--- src/rtl/instr_fetch_unit.sv ---
// Instruction fetch unit: the read-side initiator for the instruction memory.
// It keeps at most one read in flight, buffers responses in a 2-entry FIFO and
// hands them to decode over a valid/ready handshake. It supports redirect and halt.
//
// state   | meaning
// --------+-----------------------------------------------------------
// ST_RUN  | fetching allowed (issue still gated by halt/redirect/space)
// ST_HALT | halt held and no read outstanding; pipeline quiescent
module instr_fetch_unit #(
  parameter int ADDR_W    = 16,
  parameter int DATA_W    = 32,
  parameter int MEM_WORDS = 2048,
  parameter int RESET_PC  = 0
) (
  input  logic              clk,
  input  logic              rst,
  output logic              mem_rd,
  output logic              mem_wn,
  output logic [ADDR_W-1:0] mem_address,
  input  logic [DATA_W-1:0] mem_read_data,
  input  logic              redirect_valid,
  input  logic [ADDR_W-1:0] redirect_pc,
  input  logic              halt,
  output logic              out_valid,
  input  logic              out_ready,
  output logic [DATA_W-1:0] out_instr,
  output logic [ADDR_W-1:0] out_pc,
  output logic              busy
);

  typedef enum logic {ST_RUN, ST_HALT} state_t;

  localparam logic [ADDR_W-1:0] PC_RESET = ADDR_W'(RESET_PC);
  localparam logic [ADDR_W-1:0] PC_LAST  = ADDR_W'(MEM_WORDS - 1);

  state_t            state_q;
  logic [ADDR_W-1:0] pc_q, pc_d;
  logic              inflight_q;
  logic [ADDR_W-1:0] inflight_pc_q;
  logic              drop_q;
  logic [1:0]        count_q;
  logic [DATA_W-1:0] instr0_q, instr1_q;
  logic [ADDR_W-1:0] pc0_q, pc1_q;

  logic              pop;
  logic              push;
  logic              issue;
  logic [2:0]        occ_after;
  logic [ADDR_W-1:0] pc_seq;

  // Handshake, response acceptance, issue decision and next PC
  always_comb begin
    pop       = (count_q != 2'd0) & out_ready & ~redirect_valid;
    push      = inflight_q & ~drop_q & ~redirect_valid;
    occ_after = {1'b0, count_q} + {2'b00, inflight_q} - {2'b00, pop};
    issue     = ~rst & ~redirect_valid & ~halt & (occ_after < 3'd2);
    pc_seq    = (pc_q == PC_LAST) ? '0 : pc_q + 1'b1;
    pc_d      = pc_q;
    if (redirect_valid) begin
      pc_d = redirect_pc;
    end else if (issue) begin
      pc_d = pc_seq;
    end
  end

  // PC, outstanding-read tracking and discard marker
  always_ff @(posedge clk or posedge rst) begin
    if (rst) begin
      pc_q          <= PC_RESET;
      inflight_q    <= 1'b0;
      inflight_pc_q <= '0;
      drop_q        <= 1'b0;
    end else begin
      pc_q       <= pc_d;
      inflight_q <= issue;
      if (issue) begin
        inflight_pc_q <= pc_q;
      end
      // The redirect cycle discards its own response directly; drop_q keeps a
      // read that was outstanding across the redirect from being pushed later.
      drop_q <= redirect_valid & inflight_q;
    end
  end

  // Two-entry output FIFO; entry 0 is the head and keeps its value when emptied
  always_ff @(posedge clk or posedge rst) begin
    if (rst) begin
      count_q  <= 2'd0;
      instr0_q <= '0;
      pc0_q    <= '0;
      instr1_q <= '0;
      pc1_q    <= '0;
    end else if (redirect_valid) begin
      count_q <= 2'd0;
    end else begin
      case ({push, pop})
        2'b10: begin
          if (count_q == 2'd0) begin
            instr0_q <= mem_read_data;
            pc0_q    <= inflight_pc_q;
            count_q  <= 2'd1;
          end else begin
            instr1_q <= mem_read_data;
            pc1_q    <= inflight_pc_q;
            count_q  <= 2'd2;
          end
        end
        2'b01: begin
          if (count_q == 2'd2) begin
            instr0_q <= instr1_q;
            pc0_q    <= pc1_q;
          end
          count_q <= count_q - 2'd1;
        end
        2'b11: begin
          if (count_q == 2'd1) begin
            instr0_q <= mem_read_data;
            pc0_q    <= inflight_pc_q;
          end else begin
            instr0_q <= instr1_q;
            pc0_q    <= pc1_q;
            instr1_q <= mem_read_data;
            pc1_q    <= inflight_pc_q;
          end
        end
        default: ;
      endcase
    end
  end

  // Run/halt sequencing: halted only once the last outstanding read has landed
  always_ff @(posedge clk or posedge rst) begin
    if (rst) begin
      state_q <= ST_RUN;
    end else begin
      case (state_q)
        ST_RUN:  if (halt && !inflight_q) state_q <= ST_HALT;
        ST_HALT: if (!halt)               state_q <= ST_RUN;
        default:                          state_q <= ST_RUN;
      endcase
    end
  end

  assign mem_rd      = issue;
  assign mem_wn      = 1'b0;
  assign mem_address = pc_q;
  assign out_valid   = (count_q != 2'd0);
  assign out_instr   = instr0_q;
  assign out_pc      = pc0_q;
  assign busy        = inflight_q;

endmodule

--- config.mk ---
export PLATFORM = sky130hd
export DESIGN_NAME = instr_fetch_unit
export DESIGN_NICKNAME = d
export VERILOG_FILES = /design/src/rtl/instr_fetch_unit.sv
export SDC_FILE = /design/constraint.sdc
export NUM_CORES = 1
export LEC_CHECK = 0
export ABC_AREA = 1
export BUFFER_PORTS_ARGS = -buffer_cell sky130_fd_sc_hd__buf_4
export CAP_MARGIN = 20
export CORE_ASPECT_RATIO = 0.75
export CORE_MARGIN = 5
export CORE_UTILIZATION = 35
export CTS_CLUSTER_DIAMETER = 120
export CTS_CLUSTER_SIZE = 12
export DETAILED_ROUTE_END_ITERATION = 10
export GPL_TIMING_DRIVEN = 0
export PLACE_DENSITY = 0.54
export SLEW_MARGIN = 40
export SYNTH_ARGS = -nofsm -noshare
export SYNTH_HDL_FRONTEND = slang
export SYNTH_SLANG_ARGS = --single-unit
--- constraint.sdc ---
create_clock -name clk -period 7 [get_ports clk]
set_input_delay 1.4 -clock clk [delete_from_list [all_inputs] [get_ports clk]]
set_output_delay 1.4 -clock clk [all_outputs]
set_load 0.03 [all_outputs]
==> After elaboration in Yosys (flattened, before gate mapping) <==
Index checks and enable logic that the tools add are counted.
Widths: inputs -> output; s select.
{ "totals": {"regBits": 132, "inputBits": 53, "out_inout_bits": 68, "wordCells": 64} }
{ "op_classes": {"addsub": 4, "magnitude_cmp": 1, "eq_ne": 10, "n_mux": 20, "n_bitwise": 12, "reduce_logical": 8} }
{ "op_table": {"columns": ["operator", "count"], "rows": [
  ["$mux 32", 5],
  ["$mux 16", 8],
  ["$pmux 32 s3", 1],
  ["$pmux 32 s2", 1],
  ["$pmux 16 s3", 1],
  ["$pmux 16 s2", 1],
  ["$add 16x1->16 const B", 1],
  ["$eq 16x11->1 const B", 1],
  ["$and 1x1->1", 8],
  ["$ne 2x2->1 const B", 4],
  ["$reduce_and 4->1", 2],
  ["$eq 2x2->1 const B", 3],
  ["$reduce_bool 2->1", 3],
  ["$reduce_bool 3->1", 2],
  ["$eq 2x1->1 const B", 2],
  ["$mux 2", 2],
  ["$not 1->1", 4],
  ["$pmux 2 s2", 1],
  ["$add 2x1->3", 1],
  ["$lt 3x2->1 const B", 1],
  ["$sub 3x1->3", 1],
  ["$logic_not 2->1", 1],
  ["$sub 2x1->2 const B", 1]
]} }

==> Logic depth before layout (Yosys ltp) <==
Gate-level depths: netlist of run 1.
{ "logic_depth": {"word_depth": 8, "depth_mapped": 18, "ltp_nobuf": 17} }

==> Worst setup path before layout of run 1 <==
OpenSTA, ideal clock, no wires.
{ "synth_path": {"path_kind": "in2out", "start": "in rst", "end": "out mem_rd", "t_arrival_ns": 4.841, "required_ns": 5.600, "slack_ns": 0.759, "path_stages": 5, "path_buffers": 0, "cell_sequence": "inv_1 -> nand2_1 -> nor2_1 -> nand2_1 -> inv_1"} }
{ "synth_via": {"elab_chain_len": 4} }
{ "synth_rtl": {"columns": ["item", "line", "text"], "rows": [
  ["start, declared", "16", "input logic rst,"],
  ["$not 1->1", "56", "issue = ~rst & ~redirect_valid & ~halt & (occ_after < 3'd2);"],
  ["$and 1x1->1 (3 in a row)", "56", null],
  ["end, declared", "17", "output logic mem_rd,"]
]} }
No other way between the ends.

==> Worst setup path in the final report of run 1 <==
{ "layout_path": {"start": "in redirect_valid", "end": "out mem_rd"} }
{ "layout_via": {"elab_chain_len": 5, "elab_cells_between_ends": 7, "cone_classes": "1 x add/sub; 1 x order compare; 5 x bitwise"} }
{ "layout_rtl": {"columns": ["item", "line", "text"], "rows": [
  ["start, declared", "21", "input logic redirect_valid,"],
  ["$not 1->1 (no source line) (*)", null, null],
  ["$and 1x1->1", "53", "pop = (count_q != 2'd0) & out_ready & ~redirect_valid;"],
  ["$sub 3x1->3", "55", "occ_after = {1'b0, count_q} + {2'b00, inflight_q} - {2'b00, pop};"],
  ["$lt 3x2->1", "56", null],
  ["$and 1x1->1 (*)", "56", null]
]} }
Every way passes the cells marked *; elsewhere a longest branch is shown, timed or not.

==> metrics.cfg, run 1 <==
[timing]
timing.slew.headroom = 0.555
whs_ps = 492
setup_viol = 0
min_period_over_period = 0.763
fin_crit_ps = 5340
tightest_slew_ps = 666
fin_skew_ps = 5.72
hold_violations = 0
finalMaxSlewViolations = 0
rsz0062_at_grt = no
setup_tns_ps = 0
max_freq_ghz = 0.187

[place]
io_buffers = 119
hpwl_mm = 12.4
placedCellCount = 1014
routabilityCongestion = 0.897

[route]
drtIter0Drc = 386
wirelength_mm = 17.0
firstDrtPassIters = 5
drc = 0
wire_per_inst_um = 16.3
ant_nets = 0
num_vias = 5171
routed_via_density = 4.94

[min_path]
min_path_cells = 2
worstHoldPathType = register to register

[die]
die_h_um = 125
die_w_um = 163
die_area_um2 = 20300
design.core.area_um2 = 17000
rows = 41
io_pins = 121
initial_utilization = 0.360

[final_layout]
fin_util = 0.467
drive_gt1_frac = 0.294
area_growth_pct = 29.8
finalNonFillerCells = 1046
antenna_cells = 0
finalNetCount = 856

[synthesis]
yosysUniqueCellTypes = 30
synth_top_cell_by_area = dfrtp_1
netlist_area_um2 = 6130
syn_area_per_cell_um2 = 9.32
synthTopCellsByArea = dfrtp_1 54%, nand2_1 9.2%, mux2_2 7.2%
synth.top_cell.area_share = 0.538
netlist_instances = 658
synth_fp_nets = 717
yosysWarningCount = 0
ys_ff_latch = 132
yosysSeqAreaShare = 0.538

[clock_tree]
clk_latency_ps = 420
tritoncts = yes
cts-resized-gates = 0
clock_path_buffers = 2
cts_buffers = 17
cts_hold_buf = 0
post_cts_buffers = 0
clk_pin_slew_worst_paths_ps = 60
cts_root_buf = clkbuf_16
htreeDepth = 4
clkSinkCount = 132

[setup_path]
reg2regPathDepth = 17
criticalPathCategory = input pin to output port
critPathMaxFanout = 10
worstPathRequired_ps = 5600
end_kind = output port
cp_data_arrival_time_ps = 3940
cp-start-kind = input pin

[run]
drv_cap = 0

[global_route]
grt_pass1_wl_mm = 28.2
gr-usage-all-layers = 0.173
grt_start_max_net_pins = 68
grt_overflow_total = 0
grt_pass1_vias = 5299
antenna_found_initial = 0

[run_status]
status = completed

[pwr]
power_leakage_nw = 3.91
p_per_area_nw_per_um2 = 397
ir_drop_v = 0.000241

## report_power, final
| part | internal, W | switching [W] |
|---|---|---|
| registers | 0.00103 | 0.000185 |
| logic | 0.000417 | 0.000611 |
| clock network | 0.000571 | 0.000340 |
## critical path, cell delays in order
cell and delay [ps]:
buf_4 130, nor2_4 140, nand2_2 110, inv_2 110, buf_2 240, ha_1 260
or2_2 310, fa_1 490, nand2_1 50, nor2_1 90, nand2_1 130, inv_1 260
buf_4 220
## layout make-up
type                       count  area (um^2)
tap                          236          295
inverter                      41          161
multi-input combinational    448         2470
clock inverter                11          153
fill                        1653         9070
clock buffer                  21          450
buffer                        37          209
timing repair buffer         120          921
sequential                   132         3300
## cells in the final DEF, fill, tap and decap left out
master / Yosys / routed
inv_2: 3 / 3
o21ai_1: 1 / 1
clkbuf_8: 0 / 1
clkbuf_16: 0 / 17
ha_1: 5 / 5
o31a_1: 1 / 1
xor2_1: 3 / 3
bufinv_16: 0 / 3
inv_1: 38 / 37
conb_1: 1 / 1
nor2_1: 69 / 69
fa_1: 1 / 1
o21ai_0: 27 / 27
mux2_2: 39 / 39
a31oi_1: 48 / 48
nand4_1: 9 / 9
or2_2: 3 / 3
nand3_2: 1 / 1
buf_6: 1 / 1
clkbuf_1: 8 / 11
inv_8: 0 / 1
o211ai_1: 3 / 3
nor3_1: 2 / 2
clkinv_2: 0 / 1
nor2_4: 2 / 2
dfrtp_1: 132 / 132
nand2_1: 150 / 150
o21ai_2: 1 / 1
clkinvlp_4: 0 / 3
inv_6: 0 / 1
clkinv_4: 0 / 3
buf_2: 17 / 17
a21oi_1: 1 / 1
buf_16: 0 / 1
xnor2_1: 1 / 1
nand2_2: 2 / 2
nand3_1: 70 / 70
mux2_4: 8 / 8
buf_4: 11 / 130
## kinds of logic (layout without fill, tap and decap cells)
kind of cell             count (synthesis)  in the layout  share of synthesized area
AO/OA/AOI/OAI                           82             82                     0.0791
flip-flops                             132            132                      0.538
other                                    1              1                   0.000611
AND/OR/NAND/NOR                        308            308                      0.212
multiplexers                            47             47                     0.0912
buffers and inverters                   78            230                     0.0591
XOR/XNOR                                 4              4                    0.00571
adder cells (fa/ha/maj)                  6              6                     0.0135
## final timing paths
| kind | start | end | slack (ps) |
|---|---|---|---|
| hold / removal | pc1_q[0] | pc1_q[0] | 490 |
| hold reg to reg | pc1_q[0] | pc1_q[0] | 490 |
| setup / recovery | redirect_valid | mem_rd | 1660 |
| max in group asynchronous | rst | count_q[0] | 5300 |
| setup reg to reg | count_q[1] | mem_address[14] | 3550 |
| min in group asynchronous | rst | out_instr[0] | 1000 |
## sequential cells by signal, summed over array words and instances (netlist names)
| register | flops |
|---|---|
| inflight_pc_q | 16 |
| pc1_q | 16 |
| instr1_q | 32 |
| out_instr | 32 |
| out_pc | 16 |
| busy | 1 |
| mem_address | 16 |
| drop_q | 1 |
| count_q | 2 |
## through the flow
step / power, W / setup WS (ps) / cell area [um^2]
floorplan: 0.00184 / 759 / 6130
global placement: 0.00224 / -698 / 7320
detailed placement: 0.00227 / 1650 / 7360
CTS: 0.00320 / 1650 / 7960
global route: 0.00334 / 1490 / 7960
finish: 0.00316 / 1660 / 7960
## cell usage after synthesis, drive strengths merged
cell	count
nand2	152
dfrtp	132
nand3	71
nor2	71
a31oi	48
mux2	47
inv	41
buf	29
o21ai	29
nand4	9
clkbuf	8
ha	5
o211ai	3
or2	3
xor2	3
nor3	2
a21oi	1
conb	1
fa	1
o31a	1
xnor2	1
## per-layer routing
| layer | global-route usage | part of all wire |
|---|---|---|
| met1 | 0.245 | 0.47 |
| met2 | 0.256 | 0.45 |
| met3 | 0.0450 | 0.065 |
| met4 | 0.0607 | 0.014 |
| met5 | 0 | 0 |
(Power assumes the default switching activity.)
==> inputs of run 2 (changes only) <==
==> constraint.sdc (replaced) <==
create_clock -name clk -period 5.55 [get_ports clk]
set_input_delay 1.11 -clock clk [delete_from_list [all_inputs] [get_ports clk]]
set_output_delay 1.11 -clock clk [all_outputs]
set_load 0.03 [all_outputs]
==> run 2 against run 1 <==
  * Core utilization increased by 0.78 points
  * Die area unchanged
  * Non-clock buffer count increased by 5
  * Largest cell class unchanged
  * Critical path type unchanged
  * Largest power group unchanged
  * Setup slack got worse by 880 ps
  * Clock skew about the same
  * Register-to-register slack got worse by 1500 ps
==> metrics.cfg, run 2 (same netlist as run 1, synthesis figures left out) <==
[route]
drc = 0  ; unchanged
ant_nets = 0  ; unchanged
wirelength_mm = 17.2  ; was 17.0 mm
wire_per_inst_um = 16.4  ; was 16.3 um
drtIter0Drc = 398  ; was 386
firstDrtPassIters = 5  ; unchanged
routed_via_density = 4.94  ; about the same
num_vias = 5188  ; was 5171

[clock_tree]
post_cts_buffers = 0  ; unchanged
tritoncts = yes  ; unchanged
clk_latency_ps = 420  ; about the same
htreeDepth = 4  ; unchanged
clock_path_buffers = 2  ; unchanged
cts_hold_buf = 0  ; unchanged
cts_buffers = 17  ; unchanged
clkSinkCount = 132  ; unchanged
clk_pin_slew_worst_paths_ps = 60  ; about the same
cts-resized-gates = 0  ; unchanged
cts_root_buf = clkbuf_16  ; unchanged

[min_path]
worst_hold_startpoint = pc1_q[0]  ; unchanged
worstHoldPathType = register to register  ; unchanged

[global_route]
antenna_found_initial = 0  ; unchanged
grt_pass1_vias = 5210  ; was 5299
grt_overflow_total = 0  ; unchanged
grt_start_max_net_pins = 24  ; was 68
grt_pass1_wl_mm = 27.8  ; was 28.2 mm
gr-usage-all-layers = 0.172  ; was 0.173

[final_layout]
drive_gt1_frac = 0.301  ; was 0.294
final_common_cell = nand2_1  ; unchanged
fin_area_um2 = 8090  ; was 7960 um^2
antenna_cells = 0  ; unchanged
area_growth_pct = 31.9  ; was 29.8%
final_cell_mix = 150 x nand2_1, 132 x dfrtp_1, 130 x buf_4, 70 x nand3_1, 69 x nor2_1  ; unchanged
finalNetCount = 861  ; was 856

[timing]
min_period_over_period = 0.860
max_freq_ghz = 0.209
rsz0062_at_grt = no  ; unchanged
fin_skew_ps = 6.16  ; was 5.72 ps
finalMaxSlewViolations = 0  ; unchanged
setup_viol = 0  ; unchanged
hold_violations = 0  ; unchanged
fin_crit_ps = 4770
tightest_slew_ps = 662  ; was 666 ps
timing.slew.headroom = 0.557  ; was 0.555
whs_ps = 491  ; was 492 ps

[setup_path]
critPathMaxFanout = 10  ; unchanged
rrSetupSlack_ps = 2070  ; was 3550 ps
end_kind = output port  ; unchanged
cp_data_arrival_time_ps = 3660  ; was 3940 ps
cp-start-kind = input pin  ; unchanged
setup.worst_path.start = redirect_valid  ; unchanged
criticalPathCategory = input pin to output port  ; unchanged
r2r_start = count_q[1]  ; unchanged
worstPathRequired_ps = 4440  ; was 5600 ps

[place]
place_area_um2 = 7480  ; was 7360 um^2
hpwl_mm = 12.8  ; was 12.4 mm
routabilityCongestion = 0.908  ; was 0.897
io_buffers = 119  ; unchanged

[die]
die_w_um = 163  ; unchanged
io_pins = 121  ; unchanged
rows = 41  ; unchanged
die_area_um2 = 20300  ; unchanged
design.core.area_um2 = 17000  ; unchanged
initial_utilization = 0.360  ; unchanged
die_h_um = 125  ; unchanged

[pwr]
power_leakage_nw = 3.98  ; was 3.91 nW
ir_drop_v = 0.000236  ; was 0.000241 V
p_per_area_nw_per_um2 = 495  ; was 397 nW/um^2

[run]
drv_cap = 0  ; unchanged

[run_status]
status = completed  ; unchanged

## run 2: power by group
group,internal [W],switching (W)
clock,0.000731,0.000430
sequential,0.00130,0.000232
combinational,0.000535,0.000775
total,0.00257,0.00144
## run 2: per-layer routing
layer  routed length, um  vias to the layer above  track usage
li1                    -                     2489            -
met1                8330                     2545        0.247
met2                7620                      142        0.253
met3                1130                       12       0.0552
met4                 155                        0       0.0394
met5                   0                        -            0
## run 2: critical path, stage by stage
cell	delay, ps
buf_4	130
nor2_4	140
nand2_2	110
inv_2	120
buf_2	240
ha_1	270
or2_2	300
fa_1	480
nand2_1	50
nor2_1	90
nand2_1	120
inv_1	250
buf_4	220
## run 2: area by class of cell
type	count	area, um^2
Fill cell	1661	8940
Sequential cell	132	3300
Multi-Input combinational cell	448	2470
Timing Repair Buffer	125	1050
Clock buffer	20	457
Tap cell	236	295
Buffer	37	209
Inverter	41	158
Clock inverter	12	153
## run 2: path summary, 6_finish.rpt
kind | cells after the start | endpoint
setup / recovery | 13 | mem_rd
hold / removal | 2 | pc1_q[0]
setup reg to reg | 17 | mem_address[14]
hold reg to reg | 2 | pc1_q[0]
max in group asynchronous | 7 | instr1_q[0]
min in group asynchronous | 2 | instr1_q[27]
## run 2: metrics by stage
stage | setup WS, ps | util | total power [W] | cells | setup TNS [ps]
final | 777 | 0.475 | 0.00401 | 1051 | 0
after global routing | 578 | 0.475 | 0.00423 | 1051 | 0
after CTS | 780 | 0.475 | 0.00405 | 1051 | 0
after detailed placement | 771 | 0.439 | 0.00287 | 1019 | 0
after global placement | -266 | 0.430 | 0.00283 | 1013 | -266
after floorplan | 873 | - | 0.00233 | 658 | 0
